File: src/rtl/regfile_wb_arbiter.sv
// -----------------------------------------------------------------------------
// regfile_wb_arbiter
//
// Write-side front end for the integer register file's single write port.
// Each execution unit (source) delivers results over a valid/ready handshake
// into its own small in-order FIFO. Every cycle a round-robin arbiter picks
// one non-empty FIFO, pops its head and loads it into the registered write
// port (wr_en / rd_addr / wr_data). Results aimed at x0 are accepted but
// dropped at the door. A combinational query tells decode whether a given
// register still has a write in flight (buffered or in the output register).
//
// Ports:
//   clk, rst_n        clock (rising edge), asynchronous active-low reset
//   src_valid[i]      source i presents a result
//   src_ready[i]      source i FIFO can accept (from registered state only)
//   src_rd[5i+:5]     source i destination register
//   src_data[XLEN*i+:XLEN] source i result data
//   wr_en, rd_addr, wr_data   registered register-file write port
//   query_addr        register to check for a pending write
//   query_hit         query_addr (non-zero) has a write pending
//   pending[i]        source i FIFO is non-empty
// -----------------------------------------------------------------------------
module regfile_wb_arbiter #(
    parameter int NUM_SRC = 3,
    parameter int DEPTH   = 2,
    parameter int XLEN    = 32
) (
    input  logic                    clk,
    input  logic                    rst_n,
    input  logic [NUM_SRC-1:0]      src_valid,
    output logic [NUM_SRC-1:0]      src_ready,
    input  logic [5*NUM_SRC-1:0]    src_rd,
    input  logic [XLEN*NUM_SRC-1:0] src_data,
    output logic                    wr_en,
    output logic [4:0]              rd_addr,
    output logic [XLEN-1:0]         wr_data,
    input  logic [4:0]              query_addr,
    output logic                    query_hit,
    output logic [NUM_SRC-1:0]      pending
);

    localparam int AW = $clog2(DEPTH);
    localparam int PW = $clog2(NUM_SRC);

    // FIFO storage and per-entry valid bits
    logic [4:0]      rd_mem_q   [NUM_SRC][DEPTH];
    logic [XLEN-1:0] data_mem_q [NUM_SRC][DEPTH];
    logic [DEPTH-1:0] vld_q     [NUM_SRC];
    logic [DEPTH-1:0] vld_d     [NUM_SRC];
    logic [AW-1:0]   wr_ptr_q   [NUM_SRC];
    logic [AW-1:0]   wr_ptr_d   [NUM_SRC];
    logic [AW-1:0]   rd_ptr_q   [NUM_SRC];
    logic [AW-1:0]   rd_ptr_d   [NUM_SRC];

    // Arbiter pointer and output register
    logic [PW-1:0]   rr_ptr_q, rr_ptr_d;
    logic            wr_en_q, wr_en_d;
    logic [4:0]      rd_addr_q, rd_addr_d;
    logic [XLEN-1:0] wr_data_q, wr_data_d;

    // Per-source combinational status
    logic [NUM_SRC-1:0] full;
    logic [NUM_SRC-1:0] nempty;
    logic [NUM_SRC-1:0] push;
    logic [NUM_SRC-1:0] pop;
    logic [4:0]         head_rd   [NUM_SRC];
    logic [XLEN-1:0]    head_data [NUM_SRC];
    logic [PW-1:0]      cand      [NUM_SRC];

    logic               grant_vld;
    logic [PW-1:0]      grant_idx;
    logic               query_any;

    genvar gi;
    generate
        for (gi = 0; gi < NUM_SRC; gi++) begin : g_src
            // Entries are contiguous from rd_ptr, so the slot under wr_ptr is
            // only occupied when the FIFO has wrapped all the way round (full),
            // and the slot under rd_ptr is occupied whenever anything is held.
            assign full[gi]      = vld_q[gi][wr_ptr_q[gi]];
            assign nempty[gi]    = vld_q[gi][rd_ptr_q[gi]];
            assign src_ready[gi] = !full[gi];
            assign pending[gi]   = nempty[gi];
            // x0 results complete the handshake but are never stored.
            assign push[gi]      = src_valid[gi] && !full[gi] &&
                                   (src_rd[5*gi +: 5] != 5'd0);
            assign pop[gi]       = grant_vld && (grant_idx == PW'(gi));
            assign head_rd[gi]   = rd_mem_q[gi][rd_ptr_q[gi]];
            assign head_data[gi] = data_mem_q[gi][rd_ptr_q[gi]];
            // Search order: the k-th candidate is (rr_ptr + 1 + k) mod NUM_SRC.
            assign cand[gi]      = PW'((int'(rr_ptr_q) + gi + 1) % NUM_SRC);
        end
    endgenerate

    // Round-robin grant: first non-empty FIFO after the last winner.
    always_comb begin
        grant_vld = 1'b0;
        grant_idx = '0;
        for (int k = 0; k < NUM_SRC; k++) begin
            if (!grant_vld && nempty[cand[k]]) begin
                grant_vld = 1'b1;
                grant_idx = cand[k];
            end
        end
    end

    // Next-state for pointers, valid bits and the output register.
    always_comb begin
        rr_ptr_d  = rr_ptr_q;
        wr_en_d   = grant_vld;
        rd_addr_d = rd_addr_q;
        wr_data_d = wr_data_q;
        if (grant_vld) begin
            rr_ptr_d  = grant_idx;
            rd_addr_d = head_rd[grant_idx];
            wr_data_d = head_data[grant_idx];
        end
        for (int s = 0; s < NUM_SRC; s++) begin
            vld_d[s]    = vld_q[s];
            wr_ptr_d[s] = wr_ptr_q[s];
            rd_ptr_d[s] = rd_ptr_q[s];
            // push never targets the popped slot: push needs !full, so
            // wr_ptr != rd_ptr whenever both happen on one edge.
            if (push[s]) begin
                vld_d[s][wr_ptr_q[s]] = 1'b1;
                wr_ptr_d[s]           = wr_ptr_q[s] + AW'(1);
            end
            if (pop[s]) begin
                vld_d[s][rd_ptr_q[s]] = 1'b0;
                rd_ptr_d[s]           = rd_ptr_q[s] + AW'(1);
            end
        end
    end

    // Control state: cleared asynchronously so buffered results vanish at once.
    always_ff @(posedge clk or negedge rst_n) begin
        if (!rst_n) begin
            for (int s = 0; s < NUM_SRC; s++) begin
                vld_q[s]    <= '0;
                wr_ptr_q[s] <= '0;
                rd_ptr_q[s] <= '0;
            end
            rr_ptr_q  <= PW'(NUM_SRC - 1);
            wr_en_q   <= 1'b0;
            rd_addr_q <= '0;
            wr_data_q <= '0;
        end else begin
            for (int s = 0; s < NUM_SRC; s++) begin
                vld_q[s]    <= vld_d[s];
                wr_ptr_q[s] <= wr_ptr_d[s];
                rd_ptr_q[s] <= rd_ptr_d[s];
            end
            rr_ptr_q  <= rr_ptr_d;
            wr_en_q   <= wr_en_d;
            rd_addr_q <= rd_addr_d;
            wr_data_q <= wr_data_d;
        end
    end

    // Payload storage needs no reset: every read is qualified by vld_q.
    always_ff @(posedge clk) begin
        for (int s = 0; s < NUM_SRC; s++) begin
            if (push[s]) begin
                rd_mem_q[s][wr_ptr_q[s]]   <= src_rd[5*s +: 5];
                data_mem_q[s][wr_ptr_q[s]] <= src_data[XLEN*s +: XLEN];
            end
        end
    end

    // Hazard query over every held entry plus the in-flight write.
    always_comb begin
        query_any = 1'b0;
        for (int s = 0; s < NUM_SRC; s++) begin
            for (int j = 0; j < DEPTH; j++) begin
                if (vld_q[s][j] && (rd_mem_q[s][j] == query_addr)) begin
                    query_any = 1'b1;
                end
            end
        end
        if (wr_en_q && (rd_addr_q == query_addr)) begin
            query_any = 1'b1;
        end
    end

    assign query_hit = query_any && (query_addr != 5'd0);
    assign wr_en     = wr_en_q;
    assign rd_addr   = rd_addr_q;
    assign wr_data   = wr_data_q;

endmodule

File: config.mk
export PLATFORM = sky130hd
export DESIGN_NAME = regfile_wb_arbiter
export DESIGN_NICKNAME = d
export VERILOG_FILES = /design/src/rtl/regfile_wb_arbiter.sv
export SDC_FILE = /design/constraint.sdc
export NUM_CORES = 1
export LEC_CHECK = 0
export BUFFER_PORTS_ARGS = -buffer_cell sky130_fd_sc_hd__buf_2
export CAP_MARGIN = 5
export CORE_MARGIN = 2
export CORE_UTILIZATION = 45
export DETAILED_ROUTE_END_ITERATION = 8
export PLACE_DENSITY = 0.65
export SLEW_MARGIN = 15
export SYNTH_ARGS = -nofsm -noshare
export SYNTH_HDL_FRONTEND = slang
export SYNTH_SLANG_ARGS = --single-unit
File: constraint.sdc
create_clock -name clk -period 4.25 [get_ports clk]
set_input_delay 0.425 -clock clk [delete_from_list [all_inputs] [get_ports clk]]
set_output_delay 0.425 -clock clk [all_outputs]
set_load 0.005 [all_outputs]
# Word level (Yosys, flattened, before mapping)
# Memory sizes are Yosys's and may differ from the RTL's.
# Cells that the tools add are included.
# op_classes
n_addsub	10
div	3
magnitude_cmp	25
n_eq_ne	9
mux	94
n_bitwise	16
reduce_logical	38
# op_table
operator	count
two-way mux 32 bit	14
two-way mux 64 bit	3
demux 32 bit (select 1 bit)	3
modulo 32 x 3 -> 32 bit, second input constant	3
two-way mux 5 bit	14
binary-select mux 32 bit (select 2 bit)	1
equality test 5 bit	7
two-way mux 1 bit	34
two-way mux 10 bit	3
logical AND 1 bit	28
nonzero test 5 bit	4
two-way mux 2 bit	9
demux 5 bit (select 1 bit)	3
greater-or-equal comparator 2 bit, second input constant	6
less-than comparator 1 x 2 -> 1 bit, second input constant	6
inverter 1 -> 2 bit	6
binary-select mux 5 bit (select 2 bit)	1
less-than comparator 2 x 3 -> 1 bit, second input constant	3
adder 3 x 1 -> 4 bit, second input constant	2
adder 1 bit, second input constant	6
AND 2 bit	3
binary-select mux 1 bit (select 2 bit)	3
demux 1 bit (select 1 bit)	6
greater-or-equal comparator 1 bit, second input constant	6
11 further kinds	21
# totals
regBits	52
mem_bits_rw	222
in_bits	121
out_inout_bits	45
memories	2
# memory_table
memory	words	width	rd	rd_ports_with_merged_regs	write_ports	line	source
data_mem_q	3	64	3	0	3	47	logic [XLEN-1:0] data_mem_q [NUM_SRC][DEPTH];
rd_mem_q	3	10	3	0	3	46	logic [4:0] rd_mem_q [NUM_SRC][DEPTH];

# Depth between registers and ports, before layout
# logic_depth
depth_word	15
ltp_mapped	10
depth_no_buf	7

# Least setup slack after synthesis
# No wires, ideal clock.
# synth_path
path_kind	reg-to-reg
start	register wr_ptr_q[2] (netlist bit)
end	memory data_mem_q[0][0] (netlist bit), enable pin
setup_ps	433
arrival_ps	2449
required_time_ps	3817
path_slack_ps	1368
stages_incl_launch_ff	4
n_path_buf	0
period_less_slack_ps	2882
cell_sequence	dfrtp_1 > mux2i_1 > o211ai_1 > nor2_1
# synth_rtl
item	line	source
start, declared	50	logic [AW-1:0] wr_ptr_q [NUM_SRC];
start signal, assigned by index	150	wr_ptr_q[s] <= wr_ptr_d[s];
end, declared	47	

# Worst setup path after layout
# layout_path
start	register rr_ptr_q[1]
end	register wr_data_q[2], in the netlist wr_data[2]
# layout_between
elab_chain_cells	15
# layout_lines
item	line	source
start, declared	56	logic [PW-1:0] rr_ptr_q, rr_ptr_d;
start signal, assigned	143	rr_ptr_q <= PW'(NUM_SRC - 1);
start signal, assigned	153	rr_ptr_q <= rr_ptr_d;
branches (longest 15 deep; another with modulo 32 x 3 -> 32 bit)	-	
end signal, assigned	156	wr_data_q <= wr_data_d;
end, declared	59	logic [XLEN-1:0] wr_data_q, wr_data_d;
# Several ways; the timed one is not identified. The select of a mux whose other input is x is not followed.
# A chain may end at the register's enable or synchronous reset.

==> summary.md <==
| Metric | Value |
|---|---|
| Status | completed |
| Count of pins over their slew limit | 0 |
| Hold Slack | 50.5 ps |
| Yosys warns | 0 |
| Die area | 27400 um^2 |
| Yosys reg bits | 274 |
| DR pass1 iterations | 5 |
| RePlAce Congestion | 0.790 |
| Clock root cell | clkbuf_16 |
| Rows | 59 |
| Post-synth ARST share | 19.0% |
| Sequential area share after synthesis | 67.9% |
| Total CTS buffers | 28 |
| Post-Synthesis Cells | 710 |
| Critical Path RT | 4730 ps |
| Synth cell types | 41 |
| Cell taking the most area after synthesis | edfxtp_1 |
| Post-layout min period | 3240 ps |
| Initial antenna violation count | 2 |
| Final worst setup slack | 1010 ps |
| Setup Skew | 20.9 ps |
| DRC viols | 0 |
| Met1 usage | 26.7% |
| Avg Inst Size Synth | 16.5 um^2 |
| Number of max-cap violations | 0 |
| Clock Latency Late Sink | 540 ps |
| Top cell type's share of synthesized area | 56.8% |
| Synth Cell Area | 11700 um^2 |
| Post-route non-filler standard cell count | 1229 |
| Synth top area cells | edfxtp_1, dfrtp_1, mux2_2 |
| Fillers | 2146 |
| Worst Path Class, Setup | reg -> reg |
| Pwr Total | 11.7 mW |
| Post-synth EDFFs | 222 |
| Met2 Resource Use GR | 32.4% |
| Cells after DPL | 1177 |
| DRT iter0 DRCs | 486 |
| Total Routing Usage GR | 19.7% |
| Vias in the first global route | 6917 |
| Final Setup Violations | 0 |
| Post-CTS Repair Setup Buffers | 0 |
| Critical Path Source Type | flop |
| Crit Path Max Fanout | 41 |
| Htree depth | 1 |
| Unrepaired setup endpoints after global routing | no |
| First-pass GRT wire length | 40300 um |
| Fin Setup TNS | 0 ps |
| Clock sinks | 274 |
| Most common cell after layout, fill and taps aside | edfxtp_1 |
| Post_cts resized | 0 |
| Max-Slew Margin vs Limit | 26.9% |
| Layer with the highest usage | met2 |
| Final count of hold timing violations | 0 |
| Maximum vdd drop | 0.482 mV |
| Power per cell area | 852 nW/um^2 |
| Die extent in x | 165 um |
| Wire per inst | 22.2 um |
| Max Freq | 308 MHz |
| Initial core utilization | 45.4% |
| Global route overflow | 0 |
| Proportion of layout cells with a drive suffix above 1 | 37.9% |
| PortBufs | 165 |
| Chip Height | 165 um |
| Ports | 166 |
| Final ANT Viol Nets | 0 |
| # nets final | 995 |
| Core ar. | 25800 um^2 |
| Hpwl dp | 17300 um |
| Worst EP arrival | 3720 ps |
| Worst-Margin Slew | 1100 ps |
| Largest net degree at the start of global routing | 53 |
| Most frequent cells in the layout | edfxtp_1, buf_2, mux2i_1 |
| ANT cells | 0 |
| CTS tree | yes |
| Synthesized net count | 833 |
| Depth of the most critical reg-to-reg path | 7 |
| Tcrit/Tclk final | 76.3% |
| Vias | 6883 |
| Class of the tightest hold or removal check | in -> async |
| Routed WL | 27300 um |
| Setup crit end kind | flop |
| Dominant synthesized flop cell | edfxtp_1 |
| Layout area overhead | 17.5% |
| GR met3 Demand/Resource | 4.67% |
| Clock Path Buffers | 3 |
| Hold_buf cts | 0 |
| Worst-path clk slew | 60 ps |
| Leak | 5.08 nW |
| Post-place setup slack | 1020 ps |
| DR vias/cell | 5.60 |
-- layer usage --
metal / part of all wire (%) / up-vias
met3: 7.1 / 34
li1: - / 3147
met5: 0.026 / -
met4: 1.5 / 2
met1: 44 / 3481
met2: 47 / 219
-- metrics by stage --
| stage | utilization, % | instance area (um^2) |
|---|---|---|
| global route | 53.4 | 13800 |
| floorplan | - | 11700 |
| finish | 53.4 | 13800 |
| detailed placement | 50.0 | 12900 |
| global placement | 50.0 | 12900 |
| CTS | 53.4 | 13800 |
-- sequential cells by signal (all words and copies together), names as in the netlist --
| signal | cells |
|---|---|
| data_mem_q | 192 |
| wr_data | 32 |
| rd_mem_q | 30 |
| vld_q | 6 |
| rd_addr | 5 |
| rd_ptr_q | 3 |
| wr_ptr_q | 3 |
| rr_ptr_q | 2 |
| wr_en | 1 |
-- where the power goes --
part | internal (mW) | switching, mW
registers | 3.80 | 0.357
clock network | 1.32 | 0.982
logic | 2.25 | 3.04
total | 7.37 | 4.38
-- cell type report --
type	instances	area, um^2	area share (%)
sequential	274	7970	57.8
multi-input combinational	373	3520	25.5
timing repair buffer	183	961	6.97
clock buffer	42	815	5.91
tap	335	419	3.04
clock inverter	10	58.8	0.426
inverter	12	45.0	0.327
-- kinds of logic (layout without fill, tap and decap cells) --
family	count (synthesis)	in the layout	synth area share [%]
buffers and inverters	63	247	2.77
XOR/XNOR	41	41	3.06
AND/OR/NAND/NOR	42	42	1.76
multiplexers	154	154	14.1
AO/OA/AOI/OAI	134	134	10.2
adder cells (fa/ha/maj)	2	2	0.213
flip-flops	274	274	67.9
-- synth_stat cells (all sizes together), types with 4 or more instances --
cell type and count:
nor4 7, clkbuf 21, or4 4, o31ai 38
dfrtp 51, xor2 28, mux2 74, nand3 8
buf 30, nor2 15, inv 12, a221oi 37
nand2 5, xnor2 13, mux2i 80, edfxtp 222
o211ai 40, a21oi 9
-- critical path: stages, from the launching register on --
cell and delay (ps):
dfstp_2 530, ha_1 350, inv_2 420, o221ai_4 980
buf_4 340, o31ai_1 90, a221oi_1 230, mux2_2 210
-- final timing paths --
path                                    from                  to  slack, ps
worst max-delay path             rr_ptr_q[1]          wr_data[2]       1010
worst min-delay path                   rst_n         rd_ptr_q[0]         50
worst max register to register   rr_ptr_q[1]          wr_data[2]       1010
worst min register to register   wr_data[26]         wr_data[26]        510
max in group asynchronous              rst_n         rd_ptr_q[1]       3650
min in group clk                src_data[74]  data_mem_q[0][138]         70
Power figures use the tool's default switching activity.
